File: config.mk
export PLATFORM = sky130hd
export DESIGN_NAME = shift_op_ctrl
export DESIGN_NICKNAME = d
export VERILOG_FILES = /design/src/rtl/shift_op_ctrl.sv
export SDC_FILE = /design/constraint.sdc
export NUM_CORES = 1
export LEC_CHECK = 0
export BUFFER_PORTS_ARGS = -buffer_cell sky130_fd_sc_hd__buf_4
export CAP_MARGIN = 20
export CORE_MARGIN = 3
export CORE_UTILIZATION = 35
export CTS_CLUSTER_SIZE = 24
export DETAILED_ROUTE_END_ITERATION = 16
export SKIP_CTS_REPAIR_TIMING = 1
export SYNTH_ARGS = -nofsm -noshare
export SYNTH_HDL_FRONTEND = slang
export SYNTH_SLANG_ARGS = --single-unit
File: constraint.sdc
create_clock -name clk -period 2.75 [get_ports clk]
set_input_delay 0.55 -clock clk [delete_from_list [all_inputs] [get_ports clk]]
set_output_delay 0.55 -clock clk [all_outputs]
set_load 0.01 [all_outputs]
File: src/rtl/shift_op_ctrl.sv
// ARM7 shifter-operand sequencer around an external 32-bit rotator.
// Define SHIFT_OP_CTRL_RRX_EN to make immediate ROR #0 perform RRX.
module shift_op_ctrl #(
  parameter int REG_STALL = 1
) (
  input  logic        clk,
  input  logic        rst,
  input  logic        req_valid,
  output logic        req_ready,
  input  logic [31:0] op_data,
  input  logic [1:0]  shift_type,
  input  logic        amt_sel,
  input  logic [4:0]  imm_amt,
  input  logic [7:0]  reg_amt,
  input  logic        carry_in,
  output logic [31:0] bs_data,
  output logic [4:0]  bs_amt,
  output logic        bs_dir,
  input  logic [31:0] bs_out,
  output logic        res_valid,
  input  logic        res_ready,
  output logic [31:0] res_data,
  output logic        res_carry
);

  typedef enum logic [1:0] {IDLE, WAIT, EXEC, DONE} state_t;

  localparam logic [1:0] LSL = 2'd0;
  localparam logic [1:0] LSR = 2'd1;
  localparam logic [1:0] ASR = 2'd2;
  localparam logic [1:0] ROR = 2'd3;
  localparam logic [1:0] STALL_LAST = 2'(REG_STALL - 1);

  state_t      state, state_nx;
  logic [31:0] d_q;
  logic [1:0]  t_q;
  logic        sel_q;
  logic [7:0]  a_q;
  logic        c_q;
  logic [1:0]  cnt_q;

  logic        accept, go_wait;
  logic [31:0] s_d;
  logic [1:0]  s_t;
  logic        s_sel;
  logic [7:0]  s_a;
  logic        s_rrx;

  logic [31:0] lmask, rmask, sign;
  logic        imm0, reg0, big, eq32;
  logic [31:0] res_nx;
  logic        cy_nx;

  // Handshake: accept when idle, or when the held result is being taken
  always_comb begin
    req_ready = !rst && (state == IDLE || (state == DONE && res_ready));
  end

  assign accept    = req_valid & req_ready;
  assign go_wait   = amt_sel && (REG_STALL > 0);
  assign res_valid = (state == DONE);

  // Next-state decode
  always_comb begin
    state_nx = state;
    unique case (state)
      IDLE: if (accept) state_nx = go_wait ? WAIT : EXEC;
      WAIT: if (cnt_q == STALL_LAST) state_nx = EXEC;
      EXEC: state_nx = DONE;
      DONE: if (res_ready) begin
        if (accept) state_nx = go_wait ? WAIT : EXEC;
        else state_nx = IDLE;
      end
      default: state_nx = IDLE;
    endcase
  end

  // State register
  always_ff @(posedge clk) begin
    if (rst) state <= IDLE;
    else state <= state_nx;
  end

  // Capture the request on accept
  always_ff @(posedge clk) begin
    if (rst) begin
      d_q   <= '0;
      t_q   <= '0;
      sel_q <= 1'b0;
      a_q   <= '0;
      c_q   <= 1'b0;
    end else if (accept) begin
      d_q   <= op_data;
      t_q   <= shift_type;
      sel_q <= amt_sel;
      a_q   <= amt_sel ? reg_amt : {3'b000, imm_amt};
      c_q   <= carry_in;
    end
  end

  // Register-read stall counter
  always_ff @(posedge clk) begin
    if (rst || state != WAIT) cnt_q <= '0;
    else cnt_q <= cnt_q + 2'd1;
  end

  // Operand feeding the rotator: live inputs when entering EXEC directly
  always_comb begin
    s_d   = accept ? op_data : d_q;
    s_t   = accept ? shift_type : t_q;
    s_sel = accept ? amt_sel : sel_q;
    s_a   = accept ? (amt_sel ? reg_amt : {3'b000, imm_amt}) : a_q;
    s_rrx = 1'b0;
`ifdef SHIFT_OP_CTRL_RRX_EN
    s_rrx = !s_sel && s_a == 8'd0 && s_t == ROR;
`endif
  end

  // Rotator controls load on entry to EXEC and hold otherwise
  always_ff @(posedge clk) begin
    if (rst) begin
      bs_data <= '0;
      bs_amt  <= '0;
      bs_dir  <= 1'b0;
    end else if (state_nx == EXEC) begin
      bs_data <= s_d;
      bs_amt  <= s_rrx ? 5'd1 : s_a[4:0];
      bs_dir  <= (s_t != LSL);
    end
  end

  // Mask/fill the rotated word into the ARM shifter operand
  always_comb begin
    lmask  = 32'hFFFF_FFFF << a_q[4:0];
    rmask  = 32'hFFFF_FFFF >> a_q[4:0];
    sign   = {32{d_q[31]}};
    imm0   = !sel_q && a_q == 8'd0;
    reg0   = sel_q && a_q == 8'd0;
    big    = sel_q ? |a_q[7:5] : imm0;
    eq32   = sel_q ? (a_q == 8'd32) : imm0;
    res_nx = d_q;
    cy_nx  = c_q;
    if (!(reg0 || (imm0 && t_q == LSL))) begin
      unique case (t_q)
        LSL: begin
          if (big) begin
            res_nx = '0;
            cy_nx  = eq32 & d_q[0];
          end else begin
            res_nx = bs_out & lmask;
            cy_nx  = bs_out[0];
          end
        end
        LSR: begin
          if (big) begin
            res_nx = '0;
            cy_nx  = eq32 & d_q[31];
          end else begin
            res_nx = bs_out & rmask;
            cy_nx  = bs_out[31];
          end
        end
        ASR: begin
          if (big) begin
            res_nx = sign;
            cy_nx  = d_q[31];
          end else begin
            res_nx = (bs_out & rmask) | (sign & ~rmask);
            cy_nx  = bs_out[31];
          end
        end
        ROR: begin
          if (imm0) begin
`ifdef SHIFT_OP_CTRL_RRX_EN
            res_nx = {c_q, bs_out[30:0]};
            cy_nx  = bs_out[31];
`else
            res_nx = d_q;
            cy_nx  = c_q;
`endif
          end else if (a_q[4:0] == 5'd0) begin
            res_nx = d_q;
            cy_nx  = d_q[31];
          end else begin
            res_nx = bs_out;
            cy_nx  = bs_out[31];
          end
        end
        default: begin
          res_nx = d_q;
          cy_nx  = c_q;
        end
      endcase
    end
  end

  // Result register toward the ALU
  always_ff @(posedge clk) begin
    if (rst) begin
      res_data  <= '0;
      res_carry <= 1'b0;
    end else if (state == EXEC) begin
      res_data  <= res_nx;
      res_carry <= cy_nx;
    end
  end

endmodule

==> impl_summary.md, run 1 <==
Pwr
The net load switching power is 0.00201 W. The total leakage power is 3.52 nW. Combinational cells account for 27.7% of the total power. The peak ir drop on the vdd network is 0.000461 V. In this run switching power makes up 33.1% of total power. The share of power burned in the clock network is 38.9%. The internal power consumption is 0.00406 W. Of the total power, registers draw 33.4%. The power per cell area is 724 nW/um^2.

Route
The first routing iteration left 550 violations. The number of design rule violations left after detail routing is 0. The routed wire length is 24.5 mm.

Once detail routing completed, the nets flagged for antenna violations numbered 0. The routed via count is 6734. Dividing the detail-routed wire length by the instance count gives 20.6 um. For this run, the detailed router's first-pass iteration total came to 4. In the routed layout, each cell is associated on average with a via count of 5.67.

Logic synthesis
In the synthesized netlist the async set-or-reset flop fraction comes to 0%. The sequential fraction of the synthesis area is 38.4%. Ranked by instance count, the synthesized netlist is headed by sky130_fd_sc_hd__nand2_1, sky130_fd_sc_hd__dfxtp_1, sky130_fd_sc_hd__a21oi_1. The number of warnings printed during yosys synthesis is 0. Each instance of the synthesized netlist takes up on average 7.75 sq um. The share of the synthesized area in the top cell type is 38.4%.

The most common cell in the synthesized netlist is sky130_fd_sc_hd__nand2_1. Synthesis produced a netlist with a net count of 886. The mapped cell area is 6200 sq um. The leading area contributor after synthesis is sky130_fd_sc_hd__dfxtp_1. The cell count after synthesis came out at 800. The number of storage elements in the synthesis netlist is 119.

Ranked by total cell area, the synthesized netlist is headed by sky130_fd_sc_hd__dfxtp_1, sky130_fd_sc_hd__a21oi_1, sky130_fd_sc_hd__nand2_1, sky130_fd_sc_hd__o21ai_0, sky130_fd_sc_hd__o22a_1. The count of unique library cells instantiated by Yosys is 67. The number of flops mapped to enable cells by yosys is 0. The most used flip-flop cell after synthesis is sky130_fd_sc_hd__dfxtp_1.

Die
The floorplan has 48 rows. The I/O pin count is 158. The die area is 19400 sq um. The overall die width is 139 um. The core region is 17300 sq um. The overall die height is 139 um. Once the floorplan was initialized, standard cells occupied 35.9% of the core.

Setup path
The data required time at the worst endpoint is 3.04 ns. Of all nets on the critical path, the largest fanout is 8. The count of buffer and inverter cells on the critical path is 0. The type of the worst setup path is flop to flop. The signal on the critical path passes through or4_4 > o211ai_1 > nor2_1 > a221o_1 > a211oi_1 > a211oi_1. The endpoint class of the critical path is a flop. The largest stage delay on the critical path is 0.64 ns. Counting stages on the worst path, the most repeated cell is sky130_fd_sc_hd__a211oi_1.

The arrival time of the worst setup path is 2.82 ns. The library cell contributing the largest single delay on the critical path is sky130_fd_sc_hd__or4_4. The cell class contributing the biggest share of worst-path delay is compound AO/OA/AOI/OAI gates.

The critical path startpoint category is a flop.

Timing
The worst-margin pin slew is 0.838 ns. Setup repair after global routing left no endpoint under its margin. On the final layout, the worst clock skew is 0.0112 ns. The worst path uses 91.9% of the clock period. The timing-limited maximum frequency is 396 MHz. The headroom to the max-slew limit is 43.9%.

For the final routed database, the setup TNS stands at 0 ns. The minimum clock period after layout is 2.53 ns. The final setup violation count is 0. The final max-slew violation count is 0.

The number of hold violations in the final report is 0.

Final layout
After the last flow step, the layout net total stands at 1036. The area taken by flip-flops and latches is 2380 sq um. The multi-input combinational cell area is 3490 sq um.

Relative to the synthesized area, the layout overhead comes to 35.2%. The fraction of layout instances using a drive strength above 1 is 26.8%. The area of all placed cells without fillers is 8380 sq um. The number of diodes added for antenna fixing is 0.

The number of inserted filler cells in the final layout is 1811.

CTS
TritonCTS built the clock tree. The later pin in the worst-skew pair is clocked with a latency of 0.43 ns. CTS saw 119 sinks. In this run the clock root is driven by a sky130_fd_sc_hd__clkbuf_16. The clock passes through at most 2 buffers.

The number of buffers added by the clock tree synthesis step is 17. The clock-pin slew on the worst setup and hold paths is 0.06 ns. The clock tree synthesis step divided the H-tree into 4 levels.

Placed design
The post-DP HPWL is 17.9 mm. The area after detailed placement is 7770 sq um. Routability-driven placement finished with a final weighted congestion of 1.01. The count of buffers inserted at the top-level ports is 157.

Job
Max-cap violations in this run came to 0.

Min path
The worst min-delay path category is input port to flop.

Global route
The met3 track demand over resource is 7.55%. The via count of the first global-routing pass is 6433. The met2 layer usage reported by global route is 36.9%.

For this run the aggregate overflow at the end of global routing stands at 0. The routing usage on met1 is 34.6%. The number of antenna violations at the first check in global routing is 0. The global routing usage summed across all routing layers is 24.5%. The first-pass GRT wire length is 37.5 mm. Entering global routing, the biggest net connects 49 pins.

The layer with the highest usage is met2.

Outcome
The run finished with clean final reports.
## logic make-up after synthesis
family / share of synthesized area, %
AND/OR/NAND/NOR: 20.0
flip-flops: 38.4
AO/OA/AOI/OAI: 33.3
adder cells (fa/ha/maj): 0.363
multiplexers: 2.26
buffers and inverters: 5.53
XOR/XNOR: 0.141
## power by group through the flow
stage          Clock, W  Sequential, W  Combinational (W)
2_1_floorplan         0        0.00208           0.000905
3_3_place_gp          0        0.00206            0.00166
3_5_place_dp          0        0.00206            0.00166
4_1_cts         0.00239        0.00203            0.00167
5_1_grt         0.00247        0.00205            0.00181
6_report        0.00236        0.00203            0.00168
## per-layer routing
metal / vias up / wire length, um
met5: - / 0
met4: 0 / 295
met3: 24 / 2190
met2: 306 / 10900
met1: 3153 / 11200
li1: 3251 / -
## final cells by class
type | count | share of cell area (%)
clock buffer | 17 | 5.07
multi-input combinational | 599 | 41.7
sequential | 119 | 28.4
inverter | 7 | 0.313
timing repair buffer | 206 | 18.9
tap | 225 | 3.36
clock inverter | 15 | 2.28
## path summary, 6_finish.rpt
kind / startpoint / endpoint / slack, ns / depth (start not counted)
worst min-delay path: carry_in / c_q / 0.32 / 3
worst min register to register: cnt_q[0] / cnt_q[0] / 0.41 / 1
worst max-delay path: a_q[7] / res_data[10] / 0.22 / 6
worst max register to register: a_q[7] / res_data[10] / 0.22 / 6
## registers in the layout, indices dropped and copies added (netlist names)
register / cells
bs_dir: 1
c_q: 1
d_q: 32
res_data: 32
bs_data: 32
cnt_q: 2
res_carry: 1
sel_q: 1
a_q: 8
state: 2
t_q: 2
bs_amt: 5
## worst register-to-register path, cell delays in order (launching register included)
cell and delay (ns):
sky130_fd_sc_hd__dfxtp_1 0.40, sky130_fd_sc_hd__or4_4 0.64, sky130_fd_sc_hd__o211ai_1 0.36, sky130_fd_sc_hd__nor2_1 0.27
sky130_fd_sc_hd__a221o_1 0.39, sky130_fd_sc_hd__a211oi_1 0.26, sky130_fd_sc_hd__a211oi_1 0.08
## placed cells by master, fill, tap and decap left out, types with 12 or more instances in the layout
| cell | count |
|---|---|
| sky130_fd_sc_hd__a21oi_1 | 112 |
| sky130_fd_sc_hd__nor3_1 | 20 |
| sky130_fd_sc_hd__nand2_1 | 132 |
| sky130_fd_sc_hd__dfxtp_1 | 119 |
| sky130_fd_sc_hd__clkbuf_16 | 17 |
| sky130_fd_sc_hd__buf_4 | 203 |
| sky130_fd_sc_hd__nor2_1 | 57 |
| sky130_fd_sc_hd__o22a_1 | 29 |
| sky130_fd_sc_hd__mux2i_1 | 14 |
| sky130_fd_sc_hd__a211oi_1 | 26 |
| sky130_fd_sc_hd__nor4_1 | 12 |
| sky130_fd_sc_hd__o21ai_0 | 58 |
## per-stage QoR
step / setup slack (ns) / hold WS [ns] / std cells / util (%) / total power (W)
2_1_floorplan: 0.533 / 0.397 / 800 / - / 0.00298
3_3_place_gp: 0.366 / 0.407 / 1156 / 44.9 / 0.00372
3_5_place_dp: 0.282 / 0.407 / 1156 / 44.9 / 0.00372
4_1_cts: 0.269 / 0.310 / 1188 / 48.5 / 0.00609
5_1_grt: 0.0792 / 0.325 / 1188 / 48.5 / 0.00633
6_report: 0.223 / 0.318 / 1188 / 48.5 / 0.00607
Power figures use the tool's default switching activity.
==> inputs of run 2 (changes only) <==
Settings changed: CORE_UTILIZATION 35 to 44, PLACE_DENSITY set to 0.68.
==> impl_summary.md, run 2 (synthesized netlist as in run 1, its figures left out) <==
Final layout
Cells with a size suffix above 1 make up 26.6% of the layout. 0 antenna diodes ended up in the layout. The area of all placed cells without fillers is 8240 sq um. The number of standard cells in the layout, taps in and fillers out is 1137. Fill cells in the final layout number 1218. The multi-input combinational cell area is 3490 sq um.

The utilization after layout is 61.0%. The area taken by flip-flops and latches is 2380 sq um. The area growth from synthesis to layout is 32.9%.

The most frequent standard cell in the layout excluding fill and tap cells is sky130_fd_sc_hd__buf_4. The largest registers in the layout are bs_data (32), d_q (32), res_data (32). Leaving out fill and tap cells, the most frequent cells in the layout are sky130_fd_sc_hd__buf_4, sky130_fd_sc_hd__nand2_1, sky130_fd_sc_hd__dfxtp_1.

The number of nets in the layout is 1034.

Route
The average routed wire per standard cell is 21.3 um. In this run the remaining antenna-violating nets after routing total 0. The routed design has 24.2 mm of wire. The number of design-rule violations left by the first detailed-router iteration is 836.

The first-pass iteration count of the detailed router is 5. The routed via count is 6992. After detailed routing, the number of vias per cell comes to 6.15. The number of design rule violations left after detail routing is 0.

Timing
Setup repair after global routing left no endpoint under its margin. The timing-limited maximum frequency is 390 MHz. The clock tree skew after final layout is 0.0114 ns. The final max-slew violation count is 0. The minimum clock period after layout is 2.56 ns.

The setup total negative slack is 0 ns. The number of hold violations in the final report is 0. The worst-margin pin slew is 0.767 ns. The final cycle utilization of the critical path is 93.2%. Final hold analysis gives a worst-case slack of 0.351 ns. The final setup violation count is 0. The headroom to the max-slew limit is 48.7%.

Setup path
The critical path startpoint category is a flop. In this run the worst path has a maximum fanout of 8. The setup path with the least slack is of type flop to flop. For the worst setup path, the data required time is 3.02 ns. STA puts the critical path data arrival time at 2.84 ns.

The worst setup path is captured at a flop.

CTS
The clock tree root buffer cell is sky130_fd_sc_hd__clkbuf_16. The H-tree was split into 4 levels. TritonCTS built the clock tree.

The count of clock tree sinks is 119. The maximum buffer depth of the clock tree is 2. The clock reaches the later pin of the worst-skew pair after 0.42 ns. The number of buffers added by the clock tree synthesis step is 17.

After clock tree synthesis, the clock-pin slew on the worst setup and hold paths is 0.06 ns.

Pwr
The switching share of power is 33.9%. The total leakage power is 3.48 nW. Across the VDD grid, the largest voltage drop is 0.000606 V. Of the total power, the clock network draws 37.0%. The share of total power dissipated in combinational logic is 28.6%. The power per cell area is 716 nW/um^2. The power share of the sequential group is 34.4%.

In this run the power spent charging and discharging nets is 0.00200 W. The internal power consumption is 0.00390 W.

Global route
The number of antenna violations at the first check in global routing is 0. For this run, global-route usage on met3 was measured as 7.12%. The first global-routing pass estimated 37.9 mm of wire.

The global routing usage summed across all routing layers is 30.3%. The via count of the first global-routing pass is 6755. The largest net degree at the start of global routing is 53. The total grt overflow is 0. In the global route stage, met2 resource usage came out at 45.6%. The global routing stage identified its most utilized layer as met2. The routing usage on met1 is 42.3%.

Placed design
Routability-driven placement finished with a final weighted congestion of 0.946. Port buffering added 157 buffers. The post-DP HPWL is 17.8 mm. The number of cells in the design after placement is 1105.

The area after detailed placement is 7660 sq um.

Die
The initial core utilization is 45.9%. In this run the count of I/O pins placed on the die edge is 158. The total area inside the core boundary comes to 13500 sq um. The floorplan step defined a die boundary enclosing 15600 sq um. From bottom edge to top edge, the die measures 125 um.

The overall die width is 125 um. After floorplanning, the core was divided into 42 placement rows.

Job
The number of maximum-capacitance violations is 0.

Min path
The path class of the tightest hold or removal check is input port to flop.

Outcome
The flow ran to the end, and the final reports show no timing, DRC or antenna violations.
==> run 2: critical path, stage by stage, from the launching register on <==
cell	delay [ns]
sky130_fd_sc_hd__dfxtp_1	0.40
sky130_fd_sc_hd__or4_4	0.65
sky130_fd_sc_hd__o211ai_1	0.35
sky130_fd_sc_hd__nor2_1	0.27
sky130_fd_sc_hd__a221o_1	0.40
sky130_fd_sc_hd__a211oi_1	0.26
sky130_fd_sc_hd__a211oi_1	0.08
==> run 2: final timing paths <==
path	start	end	depth (start not counted)	slack, ns
worst max-delay path	a_q[7]	res_data[10]	6	0.19
worst min-delay path	carry_in	c_q	3	0.35
worst max register to register	a_q[7]	res_data[10]	6	0.19
worst min register to register	cnt_q[0]	cnt_q[0]	1	0.42
==> run 2: area by class of cell <==
cell class | count | area share [%]
clock buffer | 18 | 5.33
clock inverter | 14 | 1.69
inverter | 7 | 0.319
multi-input combinational | 599 | 42.4
sequential | 119 | 28.9
tap | 176 | 2.67
timing repair buffer | 204 | 18.7
==> run 2: stage by stage <==
stage | setup slack (ns) | power, W
floorplan | 0.533 | 0.00298
global placement | 0.347 | 0.00367
detailed placement | 0.282 | 0.00371
CTS | 0.245 | 0.00589
global route | 0.0914 | 0.00615
finish | 0.186 | 0.00590
==> run 2: power groups by stage <==
stage               Sequential [W]  Clock [W]  Combinational, W
global route               0.00205    0.00228           0.00182
detailed placement         0.00206          0           0.00165
global placement           0.00205          0           0.00162
CTS                        0.00203    0.00220           0.00167
finish                     0.00203    0.00218           0.00169
floorplan                  0.00208          0          0.000905
==> run 2: metal layers <==
metal / share of wire [%] / vias up
li1: - / 3243
met1: 44 / 3360
met2: 45 / 347
met3: 8.3 / 42
met4: 2.4 / 0
met5: 0 / -
==> inputs of run 3 (changes only) <==
Settings changed: ABC_AREA set to 1, CTS_CLUSTER_SIZE 24 to not set, PLACE_DENSITY 0.68 to 0.67.
Clock period 2.75 ns to 2.5 ns, I/O delays scaled along.
==> impl_summary.md, run 3 <==
Logic synthesis
After synthesis the cells add up to 6960 sq um. The number of storage elements in the synthesis netlist is 119. The Yosys step of the flow raised 0 warnings.

The parity-gate share of the synthesized area counting xor and xnor cells is 0%. The synthesized netlist contains 36 unique library cells. The gate count of the mapped netlist is 1075.

The most used flip-flop cell after synthesis is sky130_fd_sc_hd__dfxtp_1. The most common cell in the synthesized netlist is sky130_fd_sc_hd__nand2_1. The share of the synthesized area in the top cell type is 34.3%. The average cell area after synthesis is 6.47 sq um.

The commonest cells after synthesis are sky130_fd_sc_hd__nand2_1, sky130_fd_sc_hd__inv_1, sky130_fd_sc_hd__nor2_1. Sorting the synthesized cells by area gives the leading types as sky130_fd_sc_hd__dfxtp_1, sky130_fd_sc_hd__nand2_1, sky130_fd_sc_hd__inv_1, sky130_fd_sc_hd__o21ai_0, sky130_fd_sc_hd__nor2_1. The biggest area contributor in the post-synthesis netlist is sky130_fd_sc_hd__dfxtp_1.

Summing the areas of all compound-gate instances in the mapped netlist gives 20.7% of the synthesized area. Summing the areas of all and, or, nand and nor instances in the mapped netlist gives 32.2% of the synthesized area. The synthesized netlist devotes 0.180% of its cell area to adder and majority cells.

After synthesis, the largest family of logic cells by area is simple AND/OR/NAND/NOR gates. The number of flops mapped to enable cells by yosys is 0. After synthesis, the share of cell area in mux cells is 0%. The synthesized net count is 1161. For this run, asynchronously set or reset flops after synthesis account for 0%.

After synthesis, flip-flops and latches occupy 34.3% of the total area.

Pwr
IR analysis of the VDD net gives a maximum drop of 0.000533 V. The total leakage power is 4.14 nW. The power per cell area is 722 nW/um^2.

Die
The initialized floorplan defines 45 standard-cell rows. The core region is 15300 sq um. The die covers 17400 sq um. In this run the vertical extent of the chip is 132 um.

The I/O pin count is 158. The overall die width is 132 um. The initial utilization of the core area, before any placement, comes to 45.4%.

Route
The first-pass iteration count of the detailed router is 6. The via count normalized by instance count is 5.27. For this block, the initial DRC count from the detailed router was 813. The routed layout has 7594 vias. The detail route stage leaves a number of antenna-violating nets equal to 0. In the routed design, unresolved DRC markers number 0. The routed wire length is 24.6 mm.

Dividing the detail-routed wire length by the instance count gives 17.0 um.

Timing
Dividing the final minimum period by the clock period gives 82.9%. Setup repair after global routing left no endpoint under its margin. The final setup violation count is 0. The headroom to the max-slew limit is 59.7%. Final hold analysis gives a worst-case slack of 0.331 ns. The minimum clock period after layout is 2.07 ns. Setup total negative slack on the finished layout was measured at 0 ns. The clock tree skew after final layout is 0.00833 ns.

For this run, the top clock speed supported by timing is 482 MHz. The final max-slew violation count is 0. The worst-margin pin slew is 0.604 ns. The number of hold violations in the final report is 0.

CTS
The tree is rooted in a sky130_fd_sc_hd__clkbuf_16. The number of clock buffers added by TritonCTS is 17. The H-tree depth is 4.

The insertion delay of the later-clocked pin in the worst-skew pair is 0.42 ns. In this run the deepest clock path goes through 2 buffers. Clock-pin slew was measured on the worst setup and hold paths at 0.06 ns. TritonCTS built the clock tree. Clock tree synthesis found a total of 119 sinks.

Final layout
The largest registers in the layout are bs_data (32), d_q (32), res_data (32). The area growth from synthesis to layout is 28.0%. For this run, the post-layout net count is 1303. The number of diodes added for antenna fixing is 0. Cells with a size suffix above 1 make up 21.2% of the layout. The top cell types in the final layout, fill and taps aside, are sky130_fd_sc_hd__nand2_1, sky130_fd_sc_hd__buf_4, sky130_fd_sc_hd__inv_1.

The library cell used most frequently in the layout, excluding fill and tap cells, is sky130_fd_sc_hd__nand2_1.

Global route
The first global-routing pass estimated 37.7 mm of wire. In the global route stage, overall resource usage came out at 27.3%. The total grt overflow is 0. The largest net degree at the start of global routing is 111. The number of antenna violations at the first check in global routing is 0.

The via count of the first global-routing pass is 6859.

Placed design
Routability-driven placement finished with a final weighted congestion of 1.02. After legalization and detailed placement, the total HPWL measured 18.0 mm. Input and output buffers added on the ports amount to 157.

Min path
The worst min-delay path category is input port to flop.

Setup path
STA puts the critical path data arrival time at 2.42 ns. The critical path startpoint category is a flop. The setup path with the least slack is of type flop to flop.

The worst setup path is captured at a flop. For the worst setup path, the data required time is 2.85 ns. In this run the worst path has a maximum fanout of 18.

Outcome
The run finished with clean final reports.

Job
The number of maximum-capacitance violations is 0.
run 3: cell types whose count changed after synthesis, sizes merged, moves of 37 or more:
cell,change
a21oi,-44
inv,+128
o21ai,+41
nand3,+37
nand2,+168
nor2,+69
run 3: per-layer routing:
metal / routed length, um / GRT usage [%]
met1: 11400 / 39.0
met2: 10700 / 40.9
met3: 1780 / 5.76
met4: 673 / 9.10
met5: 0 / 0
run 3: power breakdown:
part           switching (W)  total [W]  internal [W]
sequential          0.000121    0.00218       0.00206
combinational        0.00114    0.00186      0.000714
clock               0.000963    0.00239       0.00143
total                0.00223    0.00643       0.00420
run 3: area by class of cell:
cell class | count | area [sq um]
Multi-Input combinational cell | 756 | 3700
Inverter | 136 | 510
Timing Repair Buffer | 187 | 1470
Clock buffer | 19 | 453
Fill cell | 1615 | 6410
Sequential cell | 119 | 2380
Clock inverter | 13 | 119
Tap cell | 211 | 264
run 3: final timing paths:
check	startpoint	endpoint	slack, ns	cells past startpoint
worst max-delay path	a_q[1]	res_data[7]	0.43	12
worst min-delay path	reg_amt[5]	a_q[5]	0.33	3
worst max register to register	a_q[1]	res_data[7]	0.43	12
worst min register to register	cnt_q[0]	cnt_q[0]	0.42	1
run 3: through the flow:
step,worst slack [ns],power [W],cells,cell area [sq um],util [%]
floorplan,0.842,0.00339,1075,6960,-
global placement,0.443,0.00403,1408,8300,54.2
detailed placement,0.412,0.00404,1409,8330,54.4
CTS,0.500,0.00644,1441,8900,58.1
global route,0.249,0.00673,1441,8900,58.1
finish,0.427,0.00643,1441,8900,58.1
run 3: kinds of logic after synthesis:
kind of cell	count (synthesis)
compound gates	232
fa+ha+maj	1
buf+inv	200
flops	119
simple gates	523
run 3: worst max-delay path, stage by stage (launching register included):
cell and delay [ns]:
sky130_fd_sc_hd__dfxtp_1 0.57, sky130_fd_sc_hd__nor2_8 0.09, sky130_fd_sc_hd__nand2_4 0.12, sky130_fd_sc_hd__nor2_8 0.07, sky130_fd_sc_hd__nand2_4 0.13, sky130_fd_sc_hd__nand2_8 0.14
sky130_fd_sc_hd__nor2_1 0.32, sky130_fd_sc_hd__nand2_1 0.18, sky130_fd_sc_hd__nand2_1 0.10, sky130_fd_sc_hd__inv_1 0.04, sky130_fd_sc_hd__nand4_1 0.09, sky130_fd_sc_hd__nand2_1 0.06
sky130_fd_sc_hd__a21oi_1 0.11
